--- src/rtl/trap_ctrl.sv ---
// Trap/interrupt sequencer: an IDLE capture goes through DRAIN, then a one-cycle COMMIT of the CSR strobes, then a redirect to fetch.
// Capture cycle T; with lsu_idle high COMMIT is at T+2 and redirect_valid at T+3. redirect_valid/redirect_pc hold until redirect_ready.
module trap_ctrl #(
  parameter int VEC_STRIDE = 4
) (
  input  logic        clk,
  input  logic        reset_n,
  input  logic        wb_valid,
  input  logic        exc_valid,
  input  logic [4:0]  exc_cause,
  input  logic        mret_valid,
  input  logic        extern_intr,
  input  logic        timer_intr,
  input  logic        software_intr,
  input  logic        mstatus_mie,
  input  logic [31:0] mie,
  input  logic [31:0] mtvec,
  input  logic [31:0] mepc,
  input  logic [1:0]  privilege_mode,
  input  logic        lsu_idle,
  input  logic        redirect_ready,
  output logic        wb_kill,
  output logic        flush,
  output logic        wb_hold,
  output logic        fetch_halt,
  output logic        trap_busy,
  output logic        mcause_update,
  output logic        mepc_updata,
  output logic        is_mret,
  output logic [5:0]  mcause,
  output logic        redirect_valid,
  output logic [31:0] redirect_pc
);

  typedef enum logic [1:0] {IDLE, DRAIN, COMMIT, REDIRECT} state_t;
  typedef enum logic [1:0] {K_EXC, K_INT, K_MRET} kind_t;

  localparam logic [31:0] STRIDE = 32'(VEC_STRIDE);

  state_t      state, state_nxt;
  kind_t       kind, evt_kind;
  logic        int_en, pend_e, pend_s, pend_t, int_take, evt;
  logic [5:0]  evt_cause;
  logic [31:0] base, target;
  logic        unused_mie;

  assign unused_mie = ^{mie[31:12], mie[10:8], mie[6:4], mie[2:0]};

  always_comb begin
    int_en    = mstatus_mie | (privilege_mode == 2'b00);
    pend_e    = extern_intr & mie[11];
    pend_s    = software_intr & mie[3];
    pend_t    = timer_intr & mie[7];
    int_take  = int_en & (pend_e | pend_s | pend_t);
    evt       = wb_valid & (exc_valid | int_take | mret_valid);
    // An mret keeps the old mcause, so the default re-latches the current value.
    evt_kind  = K_MRET;
    evt_cause = mcause;
    if (exc_valid) begin
      evt_kind  = K_EXC;
      evt_cause = {1'b0, exc_cause};
    end else if (int_take) begin
      evt_kind  = K_INT;
      if (pend_e)      evt_cause = 6'h2B;
      else if (pend_s) evt_cause = 6'h23;
      else             evt_cause = 6'h27;
    end
  end

  always_comb begin
    base   = {mtvec[31:2], 2'b00};
    target = base;
    if (kind == K_MRET)
      target = mepc;
    else if (kind == K_INT && mtvec[1:0] == 2'b01)
      target = base + STRIDE * {27'b0, mcause[4:0]};
  end

  always_comb begin
    state_nxt      = state;
    wb_kill        = 1'b0;
    flush          = 1'b0;
    wb_hold        = 1'b0;
    fetch_halt     = 1'b0;
    mcause_update  = 1'b0;
    mepc_updata    = 1'b0;
    is_mret        = 1'b0;
    redirect_valid = 1'b0;
    trap_busy      = (state != IDLE);
    case (state)
      IDLE: begin
        if (evt) begin
          wb_kill   = 1'b1;
          flush     = 1'b1;
          state_nxt = DRAIN;
        end
      end
      DRAIN: begin
        wb_hold    = 1'b1;
        fetch_halt = 1'b1;
        if (lsu_idle) state_nxt = COMMIT;
      end
      COMMIT: begin
        wb_hold    = 1'b1;
        fetch_halt = 1'b1;
        if (kind == K_MRET) begin
          is_mret = 1'b1;
        end else begin
          mcause_update = 1'b1;
          mepc_updata   = 1'b1;
        end
        state_nxt = REDIRECT;
      end
      REDIRECT: begin
        fetch_halt     = 1'b1;
        redirect_valid = 1'b1;
        if (redirect_ready) state_nxt = IDLE;
      end
      default: state_nxt = IDLE;
    endcase
  end

  always_ff @(posedge clk or negedge reset_n) begin
    if (!reset_n) begin
      state       <= IDLE;
      kind        <= K_EXC;
      mcause      <= 6'h0;
      redirect_pc <= 32'h0;
    end else begin
      state <= state_nxt;
      if (state == IDLE && evt) begin
        kind   <= evt_kind;
        mcause <= evt_cause;
      end
      if (state == COMMIT) redirect_pc <= target;
    end
  end

endmodule

--- config.mk ---
export PLATFORM = sky130hd
export DESIGN_NAME = trap_ctrl
export DESIGN_NICKNAME = d
export VERILOG_FILES = /design/src/rtl/trap_ctrl.sv
export SDC_FILE = /design/constraint.sdc
export NUM_CORES = 1
export LEC_CHECK = 0
export CAP_MARGIN = 30
export CORE_ASPECT_RATIO = 0.5
export CORE_UTILIZATION = 38
export CTS_CLUSTER_SIZE = 10
export DETAILED_ROUTE_END_ITERATION = 8
export GPL_TIMING_DRIVEN = 0
export PLACE_DENSITY_LB_ADDON = 0.1
export SLEW_MARGIN = 40
export SYNTH_ARGS = -nofsm -noshare
export SYNTH_HDL_FRONTEND = slang
export SYNTH_SLANG_ARGS = --single-unit
--- constraint.sdc ---
create_clock -name clk -period 2.55 [get_ports clk]
set_input_delay 0.51 -clock clk [delete_from_list [all_inputs] [get_ports clk]]
set_output_delay 0.51 -clock clk [all_outputs]
set_load 0.05 [all_outputs]
After elaboration in Yosys (flattened, before gate mapping)
Cells that the tools add are included.
Storage, ports and cells
  input port bits: 114
  memories: 0
  bits in latches: 0
  output and inout bits: 47
  memory bits (writable): 0
  memory bits (read-only): 0
  logic and storage cells: 55
  register bits: 42
Cells by class
  add/sub/neg operators: 1
  $lt $le $gt $ge: 0
  multipliers: 0
  bitwise gates (word level): 10
  reduce and logical (&&, ||, !) cells: 10
  shift operators: 0
  equal/unequal tests: 9
  divide/modulo/power cells: 0
  multiplexer cells: 21
Operators by type and width (count)
  2-to-1 mux 32 bit: 2
  adder 32 x 7 -> 32 bit: 1
  2-to-1 mux 6 bit: 2
  2-to-1 mux 2 bit: 5
  2-to-1 mux 1 bit: 9
  case mux 2 bit (4 select lines): 1
  equality test 2 x 1 -> 1 bit, second input constant: 3
  equality test 2 bit, second input constant: 3
  != test 2 bit, second input constant: 3
  AND 1 bit: 5
  OR 1 bit: 5
  logical NOT 2 bit: 2
  2-to-1 mux 4 bit: 1
  nonzero test 2 bit: 2
  2-to-1 mux 3 bit: 1
  AND reduction 3 bit: 1
  OR reduction 3 bit: 1
  logical AND 1 bit: 2
  AND reduction 2 bit: 1
  OR reduction 2 bit: 1

Logic depth before layout (Yosys ltp)
  depth after elaboration: 9
  depth in mapped cells: 9
  gate-level depth less buffers: 8

Worst setup path after synthesis
Ideal clock, no wire load.
  path kind: flip-flop to flip-flop
  from: register mcause[0]
  to: register redirect_pc[26]
  period minus slack after synthesis: 2.470 ns
  cell stages (with the launch flop): 10
  data arrival time: 2.334 ns
  data required time: 2.414 ns
  setup slack: 0.080 ns
  buffers on the path: 1
  setup time: 0.136 ns
  path through: dfrtp_1 ha_1 fa_1 a211o_1 a21oi_1 or4_4 buf_6 nor3_4 xnor2_1 o221ai_2
Between the ends
  cells in the longest elaborated chain, start to end: 3
Ends and longest elaborated chain
  start: declaration: RTL line 30  | output logic [5:0] mcause,
  start signal: assignment: RTL line 133  | mcause <= evt_cause;
  adder 32 x 7 -> 32 bit: RTL line 76  | target = base + STRIDE * {27'b0, mcause[4:0]};
  2-to-1 mux 32 bit: RTL line 75  | else if (kind == K_INT && mtvec[1:0] == 2'b01)
  2-to-1 mux 32 bit: RTL line 73  | if (kind == K_MRET)
  end signal: assignment: RTL line 135  | if (state == COMMIT) redirect_pc <= target;
  end: declaration: RTL line 32  | output logic [31:0] redirect_pc
Every way passes these cells.
A chain may end at the register's enable or synchronous reset.

Worst setup path after layout
  from: input extern_intr
  to: output flush
Between the ends
  cells in the longest elaborated chain, start to end: 9
Ends and longest elaborated chain
  start: declaration: RTL line 12  | input logic extern_intr,
  AND 1 bit: RTL line 51  | pend_e = extern_intr & mie[11];
  OR 1 bit (2 in a row): RTL line 54  | int_take = int_en & (pend_e | pend_s | pend_t);
  AND 1 bit: RTL line 54
  OR 1 bit (2 in a row): RTL line 55  | evt = wb_valid & (exc_valid | int_take | mret_valid);
  AND 1 bit: RTL line 55
  2-to-1 mux 1 bit: RTL line 92  | if (evt) begin
  2-to-1 mux 1 bit: RTL line 90  | case (state)
  end: declaration: RTL line 23  | output logic flush,
Every way passes these cells.

==> results.yml <==
floorplanning:
  die_area_sq_mm: 0.00780
  initial_utilization_pct: 40.7
  ios: 161
  core.rowCount: 21
  die_x_um: 124
  die_h_um: 63.0
  design.core.area_sq_mm: 0.00694
critical_path:
  r2r_slack_ns: 0.29
  crit_required_ns: 2.04
  slowest_delay_ns: 0.40
  path_delay_family: "buffers and inverters"
  reg2regPathDepth: 8
  critPathMaxFanout: 4
  cp.depth: 6
  r2r_end: "redirect_pc[28]"
  rr_startpoint: "mcause[3]"
  cp.buffers_inverters: 2
  worstSetupPathType: "input port to output port"
  critPathArrivalTime_ns: 2.01
  slowest_stage: "clkdlybuf4s50_1"
  setup.worst_path.start_class: "input port"
  end_kind: "output port"
  cp_cell_sequence: "clkdlybuf4s50_1 > and2_1 > a221oi_2 > nor2_4 > o31a_1 > clkdlybuf4s15_2"
pwr:
  total_power_mw: 5.61
  p_leak_nw: 1.80
  power_density_mw_per_mm2: 1250
  ir_drop_mv: 0.804
sta:
  min_period_over_period_pct: 98.9
  layout_min_cycle_time_ns: 2.52
  rsz0062_at_grt: "true"
  postLayoutSetupSlackWorst_ns: 0.0270
  slew_headroom_pct: 61.7
  holdWs_ns: 0.203
  fmax_mhz: 396
  fin_worst_skew_ns: 0.00426
  tightest_slew_ns: 0.574
  slew_viol_final: 0
  setup_viol: 0
  hold_viol_final: 0
  fin_setup_tns_ns: 0
route:
  first_iter_violations: 128
  routed_via_density: 5.21
  drt_wl_total_um: 8520
  detail-route-antenna-nets: 0
  first_pass_iters: 5
  num_vias: 2920
  drc: 0
  drt-wirelength-per-cell_um: 15.2
grt:
  antenna_found_initial: 1
  track_usage_pct: 22.0
  grt_pass1_wl_um: 13300
  grtUsageMet2_pct: 35.7
  grt_pass1_vias: 2835
  grt_remaining_overflow: 0
  grt_busiest_layer: "met2"
  grt_max_degree: 43
  met1_usage_pct: 29.5
  use_met3_pct: 6.02
cts:
  cts_buffer_depth: 2
  cts_sinks: 42
  cts_max_level: 2
  cts_buffers: 5
  cts_tree: "done"
  clk_pin_slew_ns: 0.06
  clk_latency_ns: 0.28
  hold_buffers: 0
  cts_root_buffer: "clkbuf_16"
synthesis:
  synthTopCellsByArea: "dfrtp_1, o221ai_1, nand3_1, xor2_1, nand2_1"
  synthesis.area_sq_mm: 0.00283
  syn_avg_cell_area_sq_um: 8.77
  synth.most_common_cell: "dfrtp_1"
  syn_inst: 322
  synth_seq_area_share_pct: 37.2
  synth-edff-count: 0
  synth-main-ff-cell: "dfrtp_1"
  ys_ff_latch: 42
  syn-num-nets: 447
  synth_area_leader_cell: "dfrtp_1"
  async_reset_ff_share_pct: 100
  synth.distinct_cells: 50
  ys_top_cells_by_count: "dfrtp_1, nand2_1, inv_1, nand3_1, o21ai_0"
  ys_warn_count: 0
  yosysTopAreaCellShare_pct: 37.2
layout:
  fillerInstances: 599
  drive_gt1_share_pct: 10.7
  areaGrowthSynthToFinish_pct: 59.3
  finalInstanceArea_sq_mm: 0.00450
  seq_area_sq_mm: 0.00105
  finish.net_count: 592
  multi_input_area_sq_mm: 0.00162
run_status:
  status: "finished clean"
place:
  gp_congestion: 0.884
  dp_worst_setup_slack_ns: -0.596
  place.port_buffers: 131
  dpl.hpwl_um: 6710
  place_area_sq_mm: 0.00425
run:
  max-cap-violations: 0
worst_hold_path:
  hold_path.class: "input port to async pin"
==> what timing repair did <==
item	4_1_cts	5_1_grt
pin swaps	2	10
gates resized for setup	27	17
setup buffers	2	8
setup endpoints to repair	14	18
==> routing by layer <==
metal | vias up | share of wire, %
li1 | 1435 | -
met4 | 0 | 0.67
met2 | 131 | 46
met5 | - | 0
met3 | 9 | 11
met1 | 1345 | 42
==> per-stage QoR <==
| step | utilization (%) | cells |
|---|---|---|
| final | 64.9 | 560 |
| after CTS | 63.7 | 552 |
| after detailed placement | 61.3 | 545 |
| after global routing | 64.9 | 560 |
| after floorplan | - | 322 |
| after global placement | 61.3 | 545 |
==> worst reg2reg max path, cell delays in order (launching register included) <==
cell and delay [ns]:
dfrtp_1 0.44, ha_2 0.40, o21a_1 0.19, a21oi_2 0.09, or4_4 0.54, buf_4 0.17, nor2_2 0.10, xnor2_1 0.13
o21ai_1 0.08
==> cell type report <==
type | count | share of cell area (%)
well taps | 92 | 2.56
multi-input cells | 232 | 36.1
diodes | 1 | 0.0556
repair buffers | 141 | 30.8
clock buffers | 7 | 2.95
inverters | 28 | 2.34
flip-flops and latches | 42 | 23.4
plain buffers | 17 | 1.89
==> cells by family (layout without fill, tap and decap cells) <==
family	count (synthesis)	in the layout	synth area share (%)
flip-flops	42	42	37.2
AND/OR/NAND/NOR	108	108	20.1
other	0	1	0
multiplexers	8	8	2.97
buffers and inverters	48	193	7.04
AO/OA/AOI/OAI	79	79	19.5
adder cells (fa/ha/maj)	11	11	5.14
XOR/XNOR	26	26	8.06
==> state kept, by name, summed over array words and instances (netlist names) <==
signal,flops
mcause,6
redirect_pc,32
kind,2
state,2
==> how the worst max path moves through the flow <==
| stage | start | to | slack [ns] |
|---|---|---|---|
| floorplan | mcause[0] | redirect_pc[26] | 0.08 |
| global placement | extern_intr | wb_kill | -0.59 |
| detailed placement | extern_intr | wb_kill | -0.60 |
| CTS | extern_intr | flush | 0.005 |
| global route | extern_intr | flush | -0.02 |
| finish | extern_intr | flush | 0.03 |
==> layout by cell type, fill, tap and decap left out, drive strengths merged, types with 2 or more instances in the layout <==
cell type and count:
clkdlybuf4s50 123, dfrtp 42, nand2 34, inv 28, nand3 27, o21ai 27
clkbuf 20, o221ai 17, buf 17, nor2 16, xor2 15, a21oi 12
xnor2 11, ha 10, and2 6, mux2i 5, nor2b 4, and3 4
and4 4, nand4 4, mux2 3, a211oi 3, clkdlybuf4s15 3, nor3 3
o21a 2, o211ai 2, a31oi 2, a21o 2, o22ai 2, o22a 2
dlymetal6s2s 2, or2 2
==> report_power, final <==
part | internal, mW | switching (mW) | total (mW)
logic | 1.35 | 2.44 | 3.79
registers | 1.01 | 0.209 | 1.22
clock network | 0.358 | 0.243 | 0.602
(Power assumes the default switching activity.)
